<file path="config.mk">
export PLATFORM = sky130hd
export DESIGN_NAME = stage_sequencer
export DESIGN_NICKNAME = d
export VERILOG_FILES = /design/src/rtl/stage_sequencer.sv
export SDC_FILE = /design/constraint.sdc
export NUM_CORES = 1
export LEC_CHECK = 0
export CAP_MARGIN = 20
export CORE_MARGIN = 2
export CORE_UTILIZATION = 45
export CTS_CLUSTER_DIAMETER = 150
export DETAILED_ROUTE_END_ITERATION = 8
export PLACE_DENSITY = 0.75
export SYNTH_ARGS = -nofsm -noshare
export SYNTH_HDL_FRONTEND = slang
export SYNTH_SLANG_ARGS = --single-unit
</file>
<file path="constraint.sdc">
create_clock -name Clock -period 2.2 [get_ports Clock]
set_clock_uncertainty 0.2 [all_clocks]
set_input_delay 0.44 -clock Clock [delete_from_list [all_inputs] [get_ports Clock]]
set_output_delay 0.44 -clock Clock [all_outputs]
set_load 0.02 [all_outputs]
</file>
<file path="src/rtl/stage_sequencer.sv">
// Multicycle stage sequencer: walks an instruction through NUM_STAGES stages,
// runs the MFC/ANA memory handshake with a wait-state timeout, and latches faults.
module stage_sequencer #(
  parameter int NUM_STAGES  = 5,
  parameter int FETCH_STAGE = 1,
  parameter int MEM_STAGE   = 4,
  parameter int TIMEOUT     = 15
) (
  input  logic                  Clock,
  input  logic                  Reset,
  input  logic                  Run,
  input  logic                  Step_Mode,
  input  logic                  Step,
  input  logic                  Mem_Req,
  input  logic                  Mem_Write_Req,
  input  logic                  NOP,
  input  logic                  MEM_MFC,
  input  logic                  MEM_ANA_FLAG,
  output logic [3:0]            Stage,
  output logic [NUM_STAGES-1:0] Stage_Onehot,
  output logic                  Stage_Done,
  output logic                  MEM_Read,
  output logic                  MEM_Write,
  output logic                  Fault,
  output logic [1:0]            Fault_Code,
  output logic [31:0]           Instr_Count,
  output logic [15:0]           Wait_Cycles
);

  typedef enum logic [1:0] {S_RUN, S_WAIT, S_FAULT} state_t;

  state_t      state_reg, state_next;
  logic        step_prev_reg;
  logic [7:0]  timer_reg, timer_next;
  logic [3:0]  stage_reg, stage_next;
  logic        done_reg, done_next;
  logic        rd_reg, rd_next;
  logic        wr_reg, wr_next;
  logic [1:0]  code_reg, code_next;
  logic [31:0] count_reg, count_next;
  logic [15:0] waits_reg, waits_next;
  logic        go;
  logic        is_fetch;
  logic        mem_stage;
  logic        timer_last;
  logic        advance;

  assign go         = Run & (~Step_Mode | (Step & ~step_prev_reg));
  assign is_fetch   = (stage_reg == 4'(FETCH_STAGE));
  assign mem_stage  = is_fetch | ((stage_reg == 4'(MEM_STAGE)) & Mem_Req & ~NOP);
  assign timer_last = (timer_reg == 8'(TIMEOUT - 1));

  // State register
  always_ff @(posedge Clock or posedge Reset) begin
    if (Reset) begin
      state_reg <= S_RUN;
    end else begin
      state_reg <= state_next;
    end
  end

  // Next-state logic
  always_comb begin
    state_next = state_reg;
    case (state_reg)
      S_RUN: begin
        if (go && mem_stage) state_next = S_WAIT;
      end
      S_WAIT: begin
        if (MEM_ANA_FLAG)    state_next = S_FAULT;
        else if (MEM_MFC)    state_next = S_RUN;
        else if (timer_last) state_next = S_FAULT;
      end
      S_FAULT: state_next = S_FAULT;
      default: state_next = S_RUN;
    endcase
  end

  // Output logic: next values of the registered outputs and counters
  always_comb begin
    stage_next = stage_reg;
    done_next  = 1'b0;
    rd_next    = rd_reg;
    wr_next    = wr_reg;
    code_next  = code_reg;
    timer_next = timer_reg;
    count_next = count_reg;
    waits_next = waits_reg;
    advance    = 1'b0;
    case (state_reg)
      S_RUN: begin
        if (go) begin
          if (mem_stage) begin
            timer_next = 8'd0;
            // Access direction is captured here and held for the whole wait
            if (is_fetch || !Mem_Write_Req) rd_next = 1'b1;
            else                            wr_next = 1'b1;
          end else begin
            advance = 1'b1;
          end
        end
      end
      S_WAIT: begin
        if (MEM_ANA_FLAG) begin
          rd_next   = 1'b0;
          wr_next   = 1'b0;
          code_next = 2'b01;
        end else if (MEM_MFC) begin
          rd_next = 1'b0;
          wr_next = 1'b0;
          advance = 1'b1;
        end else if (timer_last) begin
          rd_next   = 1'b0;
          wr_next   = 1'b0;
          code_next = 2'b10;
        end else begin
          timer_next = timer_reg + 8'd1;
          if (waits_reg != 16'hFFFF) waits_next = waits_reg + 16'd1;
        end
      end
      default: begin
        rd_next = 1'b0;
        wr_next = 1'b0;
      end
    endcase
    if (advance) begin
      done_next = 1'b1;
      if (stage_reg == 4'(NUM_STAGES)) begin
        stage_next = 4'd1;
        count_next = count_reg + 32'd1;
      end else begin
        stage_next = stage_reg + 4'd1;
      end
    end
  end

  always_ff @(posedge Clock or posedge Reset) begin
    if (Reset) begin
      step_prev_reg <= 1'b0;
      timer_reg     <= 8'd0;
      stage_reg     <= 4'd1;
      done_reg      <= 1'b0;
      rd_reg        <= 1'b0;
      wr_reg        <= 1'b0;
      code_reg      <= 2'b00;
      count_reg     <= 32'd0;
      waits_reg     <= 16'd0;
    end else begin
      step_prev_reg <= Step;
      timer_reg     <= timer_next;
      stage_reg     <= stage_next;
      done_reg      <= done_next;
      rd_reg        <= rd_next;
      wr_reg        <= wr_next;
      code_reg      <= code_next;
      count_reg     <= count_next;
      waits_reg     <= waits_next;
    end
  end

  genvar gi;
  generate
    for (gi = 0; gi < NUM_STAGES; gi++) begin : g_onehot
      assign Stage_Onehot[gi] = (stage_reg == 4'(gi + 1));
    end
  endgenerate

  assign Stage       = stage_reg;
  assign Stage_Done  = done_reg;
  assign MEM_Read    = rd_reg;
  assign MEM_Write   = wr_reg;
  assign Fault       = (state_reg == S_FAULT);
  assign Fault_Code  = code_reg;
  assign Instr_Count = count_reg;
  assign Wait_Cycles = waits_reg;

endmodule

</file>
==> impl_metrics.ini, run 1 <==
[cells_and_area]
drive_gt1_frac = 0.224
largest_reg_flops = 32
fin_util = 0.674
regArea_sq_mm = 0.00170
antenna_cells = 0
synthToLayoutAreaGrowth_pct = 44.6
fill_cells = 588
multi_input_area_sq_mm = 0.00173
finalNetCount = 442
fin_area_sq_mm = 0.00489

[floorplan]
core_sq_mm = 0.00725
rows = 31
io_pins = 73
start_util = 0.466
die_h_um = 90.7
fp.dieW_um = 90.7
die-area_sq_mm = 0.00822

[logic_synthesis]
netlist.area_leader.share = 0.496
syn_area_per_cell_sq_um = 10.8
synth_area_sq_mm = 0.00338
syn_inst = 312
syn_nets = 326
ys_warn_count = 0
ys_seq_elements = 68
ys_async_sr_fraction = 1.00
ys_top_cells_by_area = dfrtp_1, xnor2_1, nand4_1
yosysTopAreaCell = dfrtp_1
ys_seq_area_frac = 0.504
synth_ff_type = dfrtp_1
synth-edff-count = 0
synth_cell_type_count = 53

[sta]
final_hold_viol_count = 0
rsz0062_at_grt = true
setup_viol = 0
post-route-period-util = 0.987
worstMarginPinSlew_ns = 0.425
fin_crit_ns = 2.17
drv_slew = 0
maxSlewHeadroom = 0.716
holdWs_ns = 0.262
fmax_mhz = 460

[critical_path]
path_max_fanout = 5
timing.rr.start = state_reg[1]
cp_data_arrival_time_ns = 2.19
crit_path_start = MEM_MFC
critical-path-max-stage-delay_ns = 0.50
critical_path_class = primary input to flip-flop
cp-start-kind = primary input
crit_slowest_cell = clkdlybuf4s50_1
endpoint_kind = flip-flop
cp.required_ns = 2.22
crit_chain = clkdlybuf4s50_1, and4bb_2, buf_12, a2111oi_4, a211oi_2, buf_2, nand4_1, xnor2_1

[global_route]
grt_pass1_vias = 2844
antenna_found_initial = 0
track_usage = 0.199
grt_pass1_wl_um = 13400
grt_max_degree = 31
grt-ovfl-total = 0

[route]
first_pass_iters = 4
vias_per_cell = 5.42
remaining_drc_errors = 0
vias = 2882
postRouteAntennaNets = 0
drt_iter0_markers = 145
avgRoutedWirePerCell_um = 15.2
wl_um = 8110

[clocking]
clockRootBuffer = clkbuf_8
clock_latency_ns = 0.34
clkTransAtPathRegs_ns = 0.08
cts_buffer_depth = 2
htree_levels = 3
cts_tree = built
numCtsBuffers = 9
cts_sinks = 68

[power]
power_leakage_uw = 0.00220
p_per_area_mw_per_mm2 = 470
peakVddDrop_mv = 0.347

[status]
status = finished, final reports clean

[placement]
io_buffers = 72
dp_hpwl_um = 5520
place_area_sq_mm = 0.00444
gp_congestion = 0.874

[min_path]
worstHoldPathType = primary input to asynchronous set/reset pin

[flow_run]
drv_cap = 0
-- cell families after synthesis --
kind of cell    synth area share
buf+inv                   0.0289
fa+ha+maj                 0.0148
xor+xnor                   0.122
flops                      0.504
compound gates             0.104
simple gates               0.210
mux                       0.0163
-- critical path, delay by kind of cell --
kind / cells / cell delay, ns
compound gates: 2 / 0.36
simple gates: 2 / 0.39
buf+inv: 3 / 0.85
xor+xnor: 1 / 0.14
-- routing by layer --
layer	part of all wire	GRT usage
met1	0.48	0.287
met2	0.46	0.307
met3	0.037	0.0292
met4	0.019	0.0731
met5	0	0
-- stage by stage --
stage          instances  setup TNS (ns)  setup WS, ns  total power (uW)
6_report             532               0        0.0284              2290
5_1_grt              532          -0.318       -0.0440              2370
4_1_cts              526         -0.0209       -0.0209              2320
3_5_place_dp         502          -20.49        -0.493              1340
3_3_place_gp         502          -19.76        -0.458              1340
2_1_floorplan        312               0       0.00188              1300
-- Yosys cell counts, drive strengths merged (2+ instances only) --
library cell	count
and3	10
a22o	3
a311o	2
a21oi	5
nand2b	7
o21ai	10
ha	4
nand4b	2
buf	6
nand2	16
inv	7
nor3b	2
xnor2	32
o31ai	4
o211a	2
and2	5
nor4	5
clkbuf	7
and4	5
and4bb	2
a31oi	2
nand3	21
o21a	4
a211oi	3
mux2	4
xor2	15
nor3	11
dfrtp	67
nand4	21
nor2	10
a21boi	2
-- final timing paths --
| check | end | slack, ns | depth (start not counted) |
|---|---|---|---|
| min | Instr_Count[5] | 0.26 | 2 |
| min reg2reg | Instr_Count[31] | 0.28 | 1 |
| max reg2reg | Instr_Count[28] | 0.05 | 8 |
| max in group asynchronous | Fault_Code[1] | 1.06 | 3 |
| max | Instr_Count[28] | 0.03 | 8 |
| min in group Clock | Instr_Count[31] | 0.28 | 1 |
-- cell type report --
type                       instances  share of cell area
multi-input combinational        224               0.354
timing repair buffer             118               0.228
clock inverter                     5              0.0108
sequential                        68               0.349
clock buffer                      11              0.0269
inverter                           7             0.00615
tap                               99              0.0254
-- report_power, final --
group | internal (uW) | switching [uW]
Combinational | 28.1 | 36.9
Clock | 519 | 460
Sequential | 1250 | 0.121
-- timing repair --
action / CTS / global route
pin swaps: 6 / 10
gates resized for setup: 29 / 27
setup endpoints to repair: 41 / 33
hold buffers: 0 / 0
cloned: 1 / 1
setup buffers: 7 / 5
-- placed cells by master, fill, tap and decap left out, types with 3 or more instances in the layout --
| cell type | n |
|---|---|
| and3_1 | 10 |
| ha_1 | 4 |
| clkinv_2 | 3 |
| o21a_1 | 4 |
| xnor2_1 | 32 |
| clkdlybuf4s50_1 | 63 |
| dlygate4sd2_1 | 4 |
| inv_1 | 6 |
| nor2_1 | 10 |
| buf_4 | 35 |
| a22o_1 | 3 |
| nor3_2 | 3 |
| nand4_1 | 21 |
| a21oi_1 | 5 |
| and2_1 | 5 |
| mux2_2 | 4 |
| xor2_1 | 15 |
| o21ai_0 | 8 |
| nand2b_1 | 6 |
| dfrtp_1 | 66 |
| o31ai_1 | 4 |
| clkbuf_8 | 9 |
| nand2_1 | 16 |
| nor3_1 | 7 |
| buf_2 | 3 |
| nand3_1 | 20 |
| buf_6 | 6 |
| buf_12 | 3 |
| and4_1 | 5 |
(Power assumes the default switching activity.)
==> run 2: changes to the inputs <==
--- a/config.mk
+++ b/config.mk
@@ -6,10 +6,11 @@
 export NUM_CORES = 1
 export LEC_CHECK = 0
 export CAP_MARGIN = 20
-export CORE_MARGIN = 2
+export CORE_MARGIN = 3
 export CORE_UTILIZATION = 45
 export CTS_CLUSTER_DIAMETER = 150
 export DETAILED_ROUTE_END_ITERATION = 8
+export GPL_ROUTABILITY_DRIVEN = 0
 export PLACE_DENSITY = 0.75
 export SYNTH_ARGS = -nofsm -noshare
 export SYNTH_HDL_FRONTEND = slang
==> impl_metrics.ini, run 2 (same netlist as run 1, synthesis figures left out) <==
[status]
status = finished, final reports clean

[power]
power_uw = 2470
switching_share = 0.212
switching_power_uw = 524
power_leakage_uw = 0.00225
intPower_uw = 1950
power.share.clock = 0.467
power_frac_comb = 0.027
p_per_area_mw_per_mm2 = 502
seqPwrFrac = 0.506
peakVddDrop_mv = 0.285

[cells_and_area]
fill_cells = 529
antenna_cells = 0
finalNetCount = 440
drive_gt1_frac = 0.223
largest_reg_flops = 32
synthToLayoutAreaGrowth_pct = 45.6
regArea_sq_mm = 0.00170
fin_area_sq_mm = 0.00492
layout_common_cells = dfrtp_1, clkdlybuf4s50_1, buf_4
final_common_cell = dfrtp_1
multi_input_area_sq_mm = 0.00176

[clocking]
clockRootBuffer = clkbuf_8
clock_latency_ns = 0.34
cts_buffer_depth = 2
htree_levels = 3
cts_tree = built
clkTransAtPathRegs_ns = 0.07
cts_hold_buf = 0
cts_sinks = 68
numCtsBuffers = 9

[route]
first_pass_iters = 4
vias = 2909
drt_iter0_markers = 82
vias_per_cell = 5.52
remaining_drc_errors = 0
avgRoutedWirePerCell_um = 16.3
wl_um = 8590
postRouteAntennaNets = 0

[critical_path]
critical_path_class = flip-flop to flip-flop
path_buf_inv = 2
endpoint_kind = flip-flop
cp.required_ns = 2.22
crit_chain = buf_6, nand4bb_4, a2111o_1, o211ai_1, buf_4, nor4b_4, xor2_1
cp-start-kind = flip-flop
path_max_fanout = 6
critical-path-max-stage-delay_ns = 0.46
crit_family = compound AO/OA/AOI/OAI gates
cp_data_arrival_time_ns = 2.21
crit_slowest_cell = a2111o_1

[sta]
maxSlewHeadroom = 0.682
fin_crit_ns = 2.19
final_hold_viol_count = 0
setup_viol = 0
rsz0062_at_grt = true
fmax_mhz = 457
drv_slew = 0
worstMarginPinSlew_ns = 0.476
post-route-period-util = 0.994

[global_route]
track_usage = 0.205
grtUsageMet3 = 0.0463
met1_usage = 0.283
grt.busiest_layer = met2
grt_max_degree = 21
grt-ovfl-total = 0
grt_pass1_wl_um = 14100
antenna_found_initial = 0
grtUsageMet2 = 0.316
grt_pass1_vias = 2981

[floorplan]
fp.dieW_um = 92.7
die-area_sq_mm = 0.00859
rows = 30
die_h_um = 92.7
io_pins = 73
start_util = 0.481
core_sq_mm = 0.00702

[placement]
io_buffers = 72
place_area_sq_mm = 0.00446
dp_hpwl_um = 5790

[min_path]
worstHoldPathType = primary input to asynchronous set/reset pin

[flow_run]
drv_cap = 0
==> run 2: power groups by stage <==
stage	Combinational (uW)	Clock, uW	Sequential (uW)
floorplan	22.9	0	1270
global placement	65.4	0	1270
detailed placement	66.2	0	1270
CTS	66.0	1180	1250
global route	73.8	1250	1250
finish	65.6	1160	1250
==> run 2: cell type report <==
type	instances	share of cell area
clock buffer	10	0.0280
timing repair buffer	115	0.219
inverter	7	0.00610
multi-input combinational	225	0.358
tap	96	0.0244
clock inverter	6	0.0178
sequential	68	0.346
==> run 2: worst paths after layout <==
kind	startpoint	endpoint	slack (ns)	cells after the start
max	Stage[0]	Instr_Count[18]	0.01	7
min reg2reg	Instr_Count[31]	Instr_Count[31]	0.28	1
max in group asynchronous	Reset	Wait_Cycles[12]	0.99	3
min in group Clock	Instr_Count[31]	Instr_Count[31]	0.28	1
max reg2reg	Stage[0]	Instr_Count[18]	0.01	7
min	Reset	Instr_Count[22]	0.27	2
==> run 2: timing repair <==
item	in CTS	in global routing
setup endpoints to repair	42	37
buffers inserted	1	7
cloned	2	1
pin swaps	2	14
gates resized for setup	26	30
hold endpoints to repair	0	0
==> run 2: through the flow <==
stage | hold WS, ns | cells | util | setup WS, ns | TNS (ns)
6_report | 0.268 | 527 | 0.701 | 0.0136 | 0
5_1_grt | 0.312 | 527 | 0.701 | -0.0590 | -0.733
4_1_cts | 0.270 | 519 | 0.677 | -0.0270 | -0.0940
3_5_place_dp | 0.271 | 500 | 0.635 | -0.477 | -20.02
3_3_place_gp | 0.258 | 500 | 0.635 | -0.481 | -19.87
2_1_floorplan | 0.241 | 312 | - | 0.00188 | 0
==> run 2: worst reg2reg max path: stages, from the launching register on <==
cell and delay, ns:
dfstp_2 0.38, buf_6 0.12, nand4bb_4 0.22, a2111o_1 0.46, o211ai_1 0.19, buf_4 0.27, nor4b_4 0.07, xor2_1 0.17
==> run 2: metal layers <==
| layer | wire [um] | up-vias |
|---|---|---|
| met5 | 0 | - |
| met3 | 362 | 6 |
| li1 | - | 1368 |
| met2 | 4170 | 69 |
| met1 | 3980 | 1466 |
| met4 | 82 | 0 |
